### config.mk
export PLATFORM = sky130hd
export DESIGN_NAME = cart_rom_fetch_flat
export DESIGN_NICKNAME = d
export VERILOG_FILES = /design/src/rtl/cart_pkg.sv /design/src/rtl/cart_rom_fetch_if.sv /design/src/rtl/cart_dl_packer.sv /design/src/rtl/cart_rom_fetch.sv /design/src/flat_wrapper.sv
export SDC_FILE = /design/constraint.sdc
export NUM_CORES = 1
export LEC_CHECK = 0
export ABC_AREA = 1
export BUFFER_PORTS_ARGS = -buffer_cell sky130_fd_sc_hd__clkbuf_2
export CAP_MARGIN = 20
export CORE_MARGIN = 4
export CORE_UTILIZATION = 38
export CTS_CLUSTER_DIAMETER = 30
export CTS_CLUSTER_SIZE = 16
export DETAILED_ROUTE_END_ITERATION = 16
export GPL_TIMING_DRIVEN = 0
export PLACE_DENSITY = 0.59
export RECOVER_POWER = 100
export SLEW_MARGIN = 40
export SYNTH_ARGS = -nofsm -noshare
export SYNTH_HDL_FRONTEND = slang
export SYNTH_HIERARCHICAL = 1
export SYNTH_SLANG_ARGS = --single-unit
### constraint.sdc
create_clock -name clk_sys -period 1.8 [get_ports clk_sys]
set_input_delay 0 -clock clk_sys [delete_from_list [all_inputs] [get_ports clk_sys]]
set_output_delay 0 -clock clk_sys [all_outputs]
set_load 0.03 [all_outputs]
### src/rtl/cart_pkg.sv
// Shared types for the cart ROM fetch path: FSM encoding,
// SDRAM word address and cache line layout.
package cart_pkg;

  localparam int CART_ADDR_W = 19;
  localparam int WORD_W = CART_ADDR_W - 1;

  typedef logic [1:0] fetch_state_t;

  localparam fetch_state_t IDLE = 2'd0;
  localparam fetch_state_t RD   = 2'd1;
  localparam fetch_state_t PF   = 2'd2;
  localparam fetch_state_t WR   = 2'd3;

  typedef logic [WORD_W-1:0] word_addr_t;

  typedef struct packed {
    logic       valid;
    word_addr_t tag;
    logic [15:0] data;
  } line_t;

  function automatic logic [7:0] sel_byte(
    input logic [15:0] w,
    input logic        odd
  );
    return odd ? w[15:8] : w[7:0];
  endfunction

endpackage

### src/rtl/cart_rom_fetch_if.sv
// 16-bit SDRAM request port: req held until a 1-cycle ack,
// read data valid in the ack cycle.
interface cart_rom_fetch_if
  import cart_pkg::*;
#(
  parameter int ADDR_W = CART_ADDR_W
);

  logic              mem_req;
  logic              mem_we;
  logic [ADDR_W-2:0] mem_addr;
  logic [1:0]        mem_be;
  logic [15:0]       mem_wdata;
  logic [15:0]       mem_rdata;
  logic              mem_ack;

  modport master (
    output mem_req,
    output mem_we,
    output mem_addr,
    output mem_be,
    output mem_wdata,
    input  mem_rdata,
    input  mem_ack
  );

  modport slave (
    input  mem_req,
    input  mem_we,
    input  mem_addr,
    input  mem_be,
    input  mem_wdata,
    output mem_rdata,
    output mem_ack
  );

endinterface

### src/rtl/cart_dl_packer.sv
// Packs the ROM download byte stream into 16-bit SDRAM writes,
// holding the loader off with dl_wait while a write is pending.
module cart_dl_packer
  import cart_pkg::*;
#(
  parameter int ADDR_W = CART_ADDR_W
) (
  input  logic              clk_sys,
  input  logic              reset_n,
  input  logic              dl_active,
  input  logic              dl_wr,
  input  logic [ADDR_W-1:0] dl_addr,
  input  logic [7:0]        dl_data,
  input  logic              wr_done,
  output logic              wr_req,
  output word_addr_t        wr_addr,
  output logic [15:0]       wr_data,
  output logic [1:0]        wr_be,
  output logic              dl_wait
);

  logic       buf_valid;
  word_addr_t buf_addr;
  logic [7:0] buf_data;
  logic       act_q;

  word_addr_t dl_word;
  logic       even_wr;
  logic       odd_wr;
  logic       flush;
  logic       pair;

  assign dl_word = dl_addr[ADDR_W-1:1];
  assign even_wr = dl_active & dl_wr & ~dl_addr[0];
  assign odd_wr  = dl_active & dl_wr & dl_addr[0];
  assign flush   = act_q & ~dl_active & buf_valid;
  assign pair    = buf_valid & (buf_addr == dl_word);
  assign dl_wait = wr_req;

  always_ff @(posedge clk_sys or negedge reset_n) begin
    if (!reset_n) begin
      buf_valid <= 1'b0;
      buf_addr  <= '0;
      buf_data  <= '0;
      act_q     <= 1'b0;
      wr_req    <= 1'b0;
      wr_addr   <= '0;
      wr_data   <= '0;
      wr_be     <= '0;
    end else begin
      act_q <= dl_active;
      if (wr_done) begin
        wr_req <= 1'b0;
      end
      unique case (1'b1)
        even_wr: begin
          buf_valid <= 1'b1;
          buf_addr  <= dl_word;
          buf_data  <= dl_data;
        end
        odd_wr: begin
          // A lone odd byte only owns the high lane.
          wr_req    <= 1'b1;
          wr_addr   <= dl_word;
          buf_valid <= 1'b0;
          if (pair) begin
            wr_data <= {dl_data, buf_data};
            wr_be   <= 2'b11;
          end else begin
            wr_data <= {dl_data, 8'h00};
            wr_be   <= 2'b10;
          end
        end
        flush: begin
          wr_req    <= 1'b1;
          wr_addr   <= buf_addr;
          wr_data   <= {8'h00, buf_data};
          wr_be     <= 2'b01;
          buf_valid <= 1'b0;
        end
        default: ;
      endcase
    end
  end

endmodule

### src/rtl/cart_rom_fetch.sv
// Mapper ROM port: two-line word cache (primary + sequential
// prefetch) in front of SDRAM, plus the download write path.
module cart_rom_fetch
  import cart_pkg::*;
#(
  parameter int ADDR_W   = CART_ADDR_W,
  parameter bit PREFETCH = 1'b1
) (
  input  logic              clk_sys,
  input  logic              reset_n,
  input  logic              rom_rd,
  input  logic [ADDR_W-1:0] rom_address,
  output logic [7:0]        rom_din,
  output logic              rom_valid,
  input  logic              dl_active,
  input  logic              dl_wr,
  input  logic [ADDR_W-1:0] dl_addr,
  input  logic [7:0]        dl_data,
  output logic              dl_wait,
  cart_rom_fetch_if.master  mem
);

  fetch_state_t state;
  line_t        prim;
  line_t        pfl;
  logic         need_pf;
  logic         drop_fill;
  logic         dl_q;

  word_addr_t   word;
  word_addr_t   fill_tag;
  logic         rd_en;
  logic         hit_p;
  logic         hit_f;
  logic         miss;
  logic         dl_rise;
  logic         fill_ok;
  logic         fwd;

  logic         wr_req;
  logic         wr_done;
  word_addr_t   wr_addr;
  logic [15:0]  wr_data;
  logic [1:0]   wr_be;

  assign word     = rom_address[ADDR_W-1:1];
  assign rd_en    = rom_rd & ~dl_active;
  assign hit_p    = rd_en & prim.valid & (prim.tag == word);
  assign hit_f    = rd_en & pfl.valid & (pfl.tag == word);
  assign miss     = rd_en & ~hit_p & ~hit_f;
  assign dl_rise  = dl_active & ~dl_q;
  assign wr_done  = (state == WR) & mem.mem_ack;
  assign fill_tag = mem.mem_addr;

  // Fetches that straddle a download start carry stale data.
  assign fill_ok  = mem.mem_ack & ~drop_fill & ~dl_active;
  assign fwd      = rd_en & fill_ok & (fill_tag == word)
                  & ((state == RD) | (state == PF));

  cart_dl_packer #(
    .ADDR_W (ADDR_W)
  ) u_packer (
    .clk_sys   (clk_sys),
    .reset_n   (reset_n),
    .dl_active (dl_active),
    .dl_wr     (dl_wr),
    .dl_addr   (dl_addr),
    .dl_data   (dl_data),
    .wr_done   (wr_done),
    .wr_req    (wr_req),
    .wr_addr   (wr_addr),
    .wr_data   (wr_data),
    .wr_be     (wr_be),
    .dl_wait   (dl_wait)
  );

  always_ff @(posedge clk_sys or negedge reset_n) begin
    if (!reset_n) begin
      state         <= IDLE;
      prim          <= '0;
      pfl           <= '0;
      need_pf       <= 1'b0;
      drop_fill     <= 1'b0;
      dl_q          <= 1'b0;
      mem.mem_req   <= 1'b0;
      mem.mem_we    <= 1'b0;
      mem.mem_addr  <= '0;
      mem.mem_be    <= '0;
      mem.mem_wdata <= '0;
    end else begin
      dl_q <= dl_active;
      unique case (state)
        IDLE: begin
          drop_fill <= 1'b0;
          if (wr_req) begin
            state         <= WR;
            mem.mem_req   <= 1'b1;
            mem.mem_we    <= 1'b1;
            mem.mem_addr  <= wr_addr;
            mem.mem_be    <= wr_be;
            mem.mem_wdata <= wr_data;
          end else if (miss) begin
            state         <= RD;
            mem.mem_req   <= 1'b1;
            mem.mem_we    <= 1'b0;
            mem.mem_addr  <= word;
            mem.mem_be    <= 2'b11;
            mem.mem_wdata <= '0;
          end else if (need_pf && PREFETCH) begin
            state         <= PF;
            need_pf       <= 1'b0;
            mem.mem_req   <= 1'b1;
            mem.mem_we    <= 1'b0;
            mem.mem_addr  <= prim.tag + word_addr_t'(1);
            mem.mem_be    <= 2'b11;
            mem.mem_wdata <= '0;
          end else if (hit_f && !hit_p) begin
            prim      <= pfl;
            pfl.valid <= 1'b0;
            need_pf   <= PREFETCH;
          end
        end
        RD: begin
          if (mem.mem_ack) begin
            state       <= IDLE;
            mem.mem_req <= 1'b0;
            need_pf     <= PREFETCH && fill_ok;
            if (fill_ok) begin
              prim <= '{valid: 1'b1, tag: fill_tag,
                         data: mem.mem_rdata};
            end
          end
        end
        PF: begin
          if (mem.mem_ack) begin
            state       <= IDLE;
            mem.mem_req <= 1'b0;
            if (fill_ok) begin
              pfl <= '{valid: 1'b1, tag: fill_tag,
                        data: mem.mem_rdata};
            end
          end
        end
        WR: begin
          if (mem.mem_ack) begin
            state       <= IDLE;
            mem.mem_req <= 1'b0;
            mem.mem_we  <= 1'b0;
          end
        end
        default: state <= IDLE;
      endcase
      if (dl_rise) begin
        prim.valid <= 1'b0;
        pfl.valid  <= 1'b0;
        need_pf    <= 1'b0;
        drop_fill  <= 1'b1;
      end
    end
  end

  always_ff @(posedge clk_sys or negedge reset_n) begin
    if (!reset_n) begin
      rom_valid <= 1'b0;
      rom_din   <= '0;
    end else begin
      rom_valid <= 1'b0;
      if (fwd) begin
        rom_valid <= 1'b1;
        rom_din   <= sel_byte(mem.mem_rdata, rom_address[0]);
      end else if (hit_p) begin
        rom_valid <= 1'b1;
        rom_din   <= sel_byte(prim.data, rom_address[0]);
      end else if (hit_f) begin
        rom_valid <= 1'b1;
        rom_din   <= sel_byte(pfl.data, rom_address[0]);
      end
    end
  end

endmodule

### src/flat_wrapper.sv
// flat-port wrapper written by rule: the top's interface ports become plain ports
module cart_rom_fetch_flat import cart_pkg::*;
#(
  parameter int ADDR_W   = CART_ADDR_W,
  parameter bit PREFETCH = 1'b1
)
  (clk_sys, reset_n, rom_rd, rom_address, rom_din, rom_valid, dl_active, dl_wr, dl_addr, dl_data, dl_wait, mem_mem_req, mem_mem_we, mem_mem_addr, mem_mem_be, mem_mem_wdata, mem_mem_rdata, mem_mem_ack);
  cart_rom_fetch_if #(.ADDR_W(ADDR_W)) mem_i ();
  input  logic clk_sys;
  input  logic reset_n;
  input  logic rom_rd;
  input  logic [ADDR_W-1:0] rom_address;
  output logic [7:0] rom_din;
  output logic rom_valid;
  input  logic dl_active;
  input  logic dl_wr;
  input  logic [ADDR_W-1:0] dl_addr;
  input  logic [7:0] dl_data;
  output logic dl_wait;
  output wire logic [$bits(mem_i.mem_req)-1:0] mem_mem_req;
  output wire logic [$bits(mem_i.mem_we)-1:0] mem_mem_we;
  output wire logic [$bits(mem_i.mem_addr)-1:0] mem_mem_addr;
  output wire logic [$bits(mem_i.mem_be)-1:0] mem_mem_be;
  output wire logic [$bits(mem_i.mem_wdata)-1:0] mem_mem_wdata;
  input wire logic [$bits(mem_i.mem_rdata)-1:0] mem_mem_rdata;
  input wire logic [$bits(mem_i.mem_ack)-1:0] mem_mem_ack;
  assign mem_mem_req = mem_i.mem_req;
  assign mem_mem_we = mem_i.mem_we;
  assign mem_mem_addr = mem_i.mem_addr;
  assign mem_mem_be = mem_i.mem_be;
  assign mem_mem_wdata = mem_i.mem_wdata;
  assign mem_i.mem_rdata = mem_mem_rdata;
  assign mem_i.mem_ack = mem_mem_ack;
  cart_rom_fetch #(.ADDR_W(ADDR_W), .PREFETCH(PREFETCH)) u_core (.clk_sys(clk_sys), .reset_n(reset_n), .rom_rd(rom_rd), .rom_address(rom_address), .rom_din(rom_din), .rom_valid(rom_valid), .dl_active(dl_active), .dl_wr(dl_wr), .dl_addr(dl_addr), .dl_data(dl_data), .dl_wait(dl_wait), .mem(mem_i));
endmodule
Word-level counts from Yosys, hierarchy flattened
Index checks and enable logic that the tools add are counted.
{"block": "totals", "regBits": 186, "latch_bits": 0, "ramBits": 0, "rom_bits": 0, "input_bits": 68, "out_inout_bits": 48, "word_cells": 164, "memories": 0}
{"block": "op_classes", "n_addsub": 1, "n_mul": 0, "n_div": 0, "n_lt_le_gt_ge": 0, "eq_ne": 24, "shifts": 0, "n_mux": 65, "n_bitwise": 27, "n_reduce_logical": 23}
{"cell": "35-bit two-way mux", "n": 8}
{"cell": "18-bit == test", "n": 4}
{"cell": "35-bit case mux with 2 select lines", "n": 1}
{"cell": "8-bit two-way mux", "n": 7}
{"cell": "18-bit two-way mux", "n": 3}
{"cell": "16-bit two-way mux", "n": 3}
{"cell": "18-bit case mux with 2 select lines", "n": 1}
{"cell": "16-bit case mux with 2 select lines", "n": 1}
{"cell": "1-bit two-way mux", "n": 27}
{"cell": "7-bit AND reduction", "n": 3}
{"cell": "1-bit AND", "n": 20}
{"cell": "18-bit by 1-bit adder with 18-bit output (second input constant)", "n": 1}
{"cell": "2-bit two-way mux", "n": 7}
{"cell": "2-bit nonzero test", "n": 6}
{"cell": "3-bit nonzero test", "n": 4}
{"cell": "2-bit != test (second input constant)", "n": 5}
{"cell": "1-bit case mux with 2 select lines", "n": 5}
{"cell": "3-bit by 1-bit != test with 1-bit output (second input constant)", "n": 3}
{"cell": "3-bit by 2-bit != test with 1-bit output (second input constant)", "n": 3}
{"cell": "2-bit case mux with 2 select lines", "n": 2}
{"cell": "2-bit by 1-bit != test with 1-bit output (second input constant)", "n": 3}
{"cell": "3-bit != test (second input constant)", "n": 2}
{"cell": "1-bit inverter", "n": 6}
{"cell": "3-bit AND reduction", "n": 2}
{"cell": "11 further kinds", "n": 13}

Longest topological paths before layout
{"block": "depth", "depth_word": 12, "mapped_depth": 16, "depth_no_buf": 13}

Hierarchy
The synthesis kept the hierarchy.
{"module": "cart_rom_fetch", "n_inst": 1, "cells_per_inst": 1092, "area_each_um2": 7372.1, "seq_area_each_um2": 3052.9}
{"module": "cart_dl_packer", "n_inst": 1, "cells_per_inst": 329, "area_each_um2": 2807.7, "seq_area_each_um2": 1626.6}

Least setup slack after synthesis
OpenSTA, ideal clock, no wires.
{"block": "synth_path", "path_kind": "register -> register", "start": "register u_core.state[0]", "end": "register u_core/prim[10] (netlist bit)", "setup_ns": 0.077, "arrival_time_ns": 1.777, "required_time_ns": 1.723, "setup_slack_ns": -0.054, "stages_incl_launch_ff": 12, "n_path_buf": 3, "period_less_slack_ns": 1.854, "path_cell_list": "dfrtp_1 > inv_1 > ha_1 > clkbuf_1 > clkinv_1 > nand2_1 > a21oi_2 > nand2_4 > buf_6 > buf_6 > nand2_1 > o21ai_1"}
{"block": "synth_between", "elab_chain_cells": 3, "elab_cells_between_ends": 11, "classes_between": "eq/ne: 7; mux: 1; reduce/logical: 3"}
{"item": "start, declared", "line": "cart_rom_fetch.sv:23", "source": "fetch_state_t state;"}
{"item": "start signal, assigned", "line": "cart_rom_fetch.sv:79", "source": "state <= IDLE;"}
{"item": "start signal, assigned", "line": "cart_rom_fetch.sv:96", "source": "state <= WR;"}
{"item": "start signal, assigned", "line": "cart_rom_fetch.sv:103", "source": "state <= RD;"}
{"item": "2-bit by 1-bit == test with 1-bit output / 2-bit logical NOT (equally long branches)", "line": "cart_rom_fetch.sv:92", "source": "unique case (state)"}
{"item": "2-bit by 1-bit != test with 1-bit output (no line), or another cell as far along"}
{"item": "7-bit AND reduction (no line)"}
{"item": "end signal, assigned", "line": "cart_rom_fetch.sv:118", "source": "prim <= pfl;"}
{"item": "end signal, assigned", "line": "cart_rom_fetch.sv:129", "source": "prim <= '{valid: 1'b1, tag: fill_tag,"}
{"item": "end, declared", "line": "cart_rom_fetch.sv:24", "source": "line_t prim;"}
Parallel ways exist; a longest one is shown, timed or not.
A chain may end at the register's enable or synchronous reset.

Worst setup path after layout
{"block": "layout_path", "start": "register u_core/pfl[16] (netlist bit)", "end": "register u_core/prim[2] (netlist bit)"}
{"block": "layout_between", "elab_chain_cells": 6, "elab_cells_between_ends": 8, "classes_between": "eq/ne: 3; bitwise: 3; reduce/logical: 2"}
{"item": "start, declared", "line": "cart_rom_fetch.sv:25", "source": "line_t pfl;"}
{"item": "start signal, assigned", "line": "cart_rom_fetch.sv:139", "source": "pfl <= '{valid: 1'b1, tag: fill_tag,"}
{"item": "18-bit == test (*)", "line": "cart_rom_fetch.sv:49", "source": "assign hit_f = rd_en & pfl.valid & (pfl.tag == word);"}
{"item": "1-bit AND (*)", "line": "cart_rom_fetch.sv:49"}
{"item": "1-bit inverter", "line": "cart_rom_fetch.sv:50", "source": "assign miss = rd_en & ~hit_p & ~hit_f;"}
{"item": "1-bit AND", "line": "cart_rom_fetch.sv:50"}
{"item": "2-bit != test (no line)"}
{"item": "7-bit AND reduction (no line) (*)"}
Mark *: on every way between the ends. The rest lies on a longest branch, timed or not.

==> impl_metrics.toml <==
[outcome]
status = "finished with violations"
violations = "capacitance limit, slew limit, setup timing"

[sta]
rsz0062_at_grt = "true"
hold_viol_final = 0
maxSlewHeadroom_pct = -3.88
period_share_pct = 113
fin_worst_skew_ns = 0.0171
drv_slew = 55
setup_viol = 83
finalWorstSetupSlack_ns = -0.231
fin_crit_ns = 2.03
setup_tns_ns = -12.89
tightest_slew_ns = 1.56
hold_slack_ns = 0.0341
fmax_mhz = 492

[setup_path]
crit-reg2reg-launch = "u_core/pfl[16]$_DFFE_PN0P_"
cp.required_ns = 2.15
start_kind = "flip-flop"
worst-r2r-setup-slack_ns = -0.23
r2r_end = "u_core/prim[2]$_DFFE_PN0P_"
crit_path_end_kind = "flip-flop"
worstPathMaxFanout = 10
worst-r2r-cell-count = 10
path_class = "reg2reg"
cp.arrival_ns = 2.38

[floorplanning]
floorplan.initialDensity_pct = 38.8
pin_count = 116
core_sq_um = 26200
die_h_um = 172
dieArea_sq_um = 29500
chipWidth_um = 172
row_count = 59

[worst_hold_path]
holdPathStages = 5
hold-path-endpoint = "u_core/mem.mem_addr[1]$_DFFE_PN0P_"
hp-start = "rom_address[2]"
worstHoldPathType = "in2reg"

[logic_synthesis]
synth_top_cell_by_area = "dfrtp_1"
yosys_register_bits = 187
syn_area_sq_um = 10200
yosys-top-cells-area = "dfrtp_1, nand2_1, o21ai_0"
avgSynthCellArea_sq_um = 7.16
synthArstFlopShare_pct = 100
synth_top_area_share_pct = 46.0
synth_edf_count = 0
yosys_warnings = 6
synthFlopType = "dfrtp_1"
yosysUniqueCellTypes = 38
synth_fp_nets = 1494
synth_cells = 1421
synth_seq_area_share_pct = 46.0

[clock_tree]
cts_num_sinks = 187
tritoncts = "done"
ctsRootBufferMaster = "clkbuf_16"
cts_buffer_depth = 2
htreeDepth = 4
clk_latency_ns = 0.44
cts_made_buffers = 17
clk_pin_slew_ns = 0.08

[place]
place_area_sq_um = 11300
port_buffers = 114
place_ws_ns = -0.946
place_congestion = 0.995
dp_hpwl_mm = 25.4

[power_and_ir_drop]
p_total_uw = 20600
leakagePower_uw = 0.00705
power_density_nw_per_um2 = 1490
ir_worst_vdd_uv = 816

[cells_and_area]
multi_input_area_sq_um = 5320
nets = 1748
fillers = 2546
final_design_area_no_fill_sq_um = 13800
area_delta_synth_final_pct = 35.8
seqCellArea_sq_um = 4690
insertedDiodeCount = 0
layout-drive-gt1-share_pct = 21.9

[global_route]
grt_pass1_wl_mm = 57.3
grt.overflow.total = 0
antenna_found_initial = 0
grt_pass1_vias = 10100
grt_usage_pct = 25.1
grt_max_degree = 65

[flow_run]
max_cap_viol_count = 1

[route]
num_vias = 10500
drc = 0
drt_iter0_drc = 990
ant_nets = 0
vias_per_cell = 5.17
routedWlPerCell_um = 18.5
drt_first_pass_iters = 5
drt_wl_total_mm = 37.4
-- state kept, by name (all words and copies together) (netlist names), 8 cells and up --
| signal | count |
|---|---|
| u_core/rom_din | 8 |
| u_core/u_packer/buf_data | 8 |
| u_core/prim | 35 |
| u_core/u_packer/buf_addr | 18 |
| u_core/u_packer/wr_addr | 18 |
| u_core/mem.mem_wdata | 16 |
| u_core/mem.mem_addr | 18 |
| u_core/pfl | 35 |
| u_core/u_packer/wr_data | 16 |
-- where the power goes --
| group | switching, uW | internal [uW] | leakage (uW) |
|---|---|---|---|
| sequential | 1180 | 5620 | 0.00236 |
| clock | 2120 | 1950 | 0.000305 |
| combinational | 6140 | 3590 | 0.00439 |
| total | 9440 | 11200 | 0.00705 |
-- per-layer routing --
layer / vias up / share of wire (%) / track usage (%)
li1: 5022 / - / -
met1: 5005 / 44 / 34.3
met2: 361 / 47 / 41.3
met3: 75 / 5.6 / 4.05
met4: 0 / 2.8 / 7.27
met5: - / 0 / 0
-- layout by cell type, fill, tap and decap left out, types with 12 or more instances in the layout --
cell | synthesis | routed
nand2_1 | 574 | 521
dfrtp_1 | 187 | 178
inv_1 | 140 | 130
o21ai_0 | 147 | 118
clkbuf_2 | 1 | 71
clkbuf_1 | 35 | 67
dlygate4sd3_1 | 0 | 63
nor2_1 | 73 | 60
buf_4 | 2 | 48
nand3_1 | 78 | 45
o21ai_1 | 18 | 39
nand2_2 | 1 | 35
nand3_2 | 3 | 33
nand2_4 | 4 | 21
inv_2 | 12 | 19
a21oi_1 | 19 | 18
clkbuf_16 | 0 | 17
xor2_1 | 19 | 17
buf_6 | 2 | 14
nand4_1 | 14 | 14
o221ai_1 | 14 | 14
o21ai_2 | 5 | 12
-- cell type report --
class,instances,area share [%]
multi-input combinational,1024,38.5
sequential,187,33.9
timing repair buffer,240,12.9
inverter,153,4.26
clock buffer,17,3.08
tap,335,3.03
buffer,52,2.79
clock inverter,15,1.50
-- cell usage after synthesis, types with 3 or more instances --
| cell type | number |
|---|---|
| a21oi_1 | 19 |
| buf_2 | 17 |
| clkbuf_1 | 35 |
| dfrtp_1 | 187 |
| ha_1 | 5 |
| inv_1 | 140 |
| inv_2 | 12 |
| nand2_1 | 574 |
| nand2_4 | 4 |
| nand3_1 | 78 |
| nand3_2 | 3 |
| nand4_1 | 14 |
| nor2_1 | 73 |
| nor3_1 | 12 |
| nor4_1 | 4 |
| o211ai_1 | 6 |
| o21ai_0 | 147 |
| o21ai_1 | 18 |
| o21ai_2 | 5 |
| o221ai_1 | 14 |
| or2_2 | 3 |
| xnor2_1 | 12 |
| xor2_1 | 19 |
-- repair_timing --
action                                  CTS  global route
hold buffers                             64             0
hold endpoints to repair                250             0
pin swaps                                37            35
buffers inserted                         38            19
gates cloned                              5             0
gates resized for setup                 186           105
endpoints found under the setup margin  120           115
-- cell families (layout without fill, tap and decap cells) --
group / count (synthesis) / count (layout) / share of synthesized area (%)
compound gates: 212 / 212 / 11.3
mux: 1 / 1 / 0.0983
buf+inv: 210 / 477 / 8.19
simple gates: 775 / 775 / 31.1
flops: 187 / 187 / 46.0
xor+xnor: 31 / 31 / 2.67
fa+ha+maj: 5 / 5 / 0.615
-- per-stage QoR --
stage               std cells  util (%)
global placement         1870      42.6
floorplan                1421         -
global route             2023      52.8
finish                   2023      52.8
CTS                      2009      51.7
detailed placement       1873      43.0
-- critical path: stages, from the launching register on --
cell	delay, ns
dfrtp_1	0.42
xnor2_2	0.21
nand2_1	0.10
nor2_2	0.16
nand3_2	0.10
nor2_4	0.13
nand3_2	0.11
a21oi_4	0.20
nand2_8	0.10
clkbuf_4	0.23
o21ai_0	0.19
-- how the worst max path moves through the flow --
| stage | end | start | slack [ns] |
|---|---|---|---|
| 3_3_place_gp | u_core/mem.mem_wdata[11]$_DFFE_PN0P_ | reset_n | -3.17 |
| 5_1_grt | u_core/prim[11]$_DFFE_PN0P_ | u_core/pfl[21]$_DFFE_PN0P_ | -0.31 |
| 3_5_place_dp | u_core/prim[19]$_DFFE_PN0P_ | u_core/state[1]$_DFFE_PN0P_ | -0.95 |
| 2_1_floorplan | u_core/prim[10]$_DFFE_PN0P_ | u_core/prim[18]$_DFFE_PN0P_ | 0.006 |
| 4_1_cts | u_core/prim[18]$_DFFE_PN0P_ | u_core/pfl[16]$_DFFE_PN0P_ | -0.25 |
| 6_report | u_core/prim[2]$_DFFE_PN0P_ | u_core/pfl[16]$_DFFE_PN0P_ | -0.23 |
(Power assumes the default switching activity.)
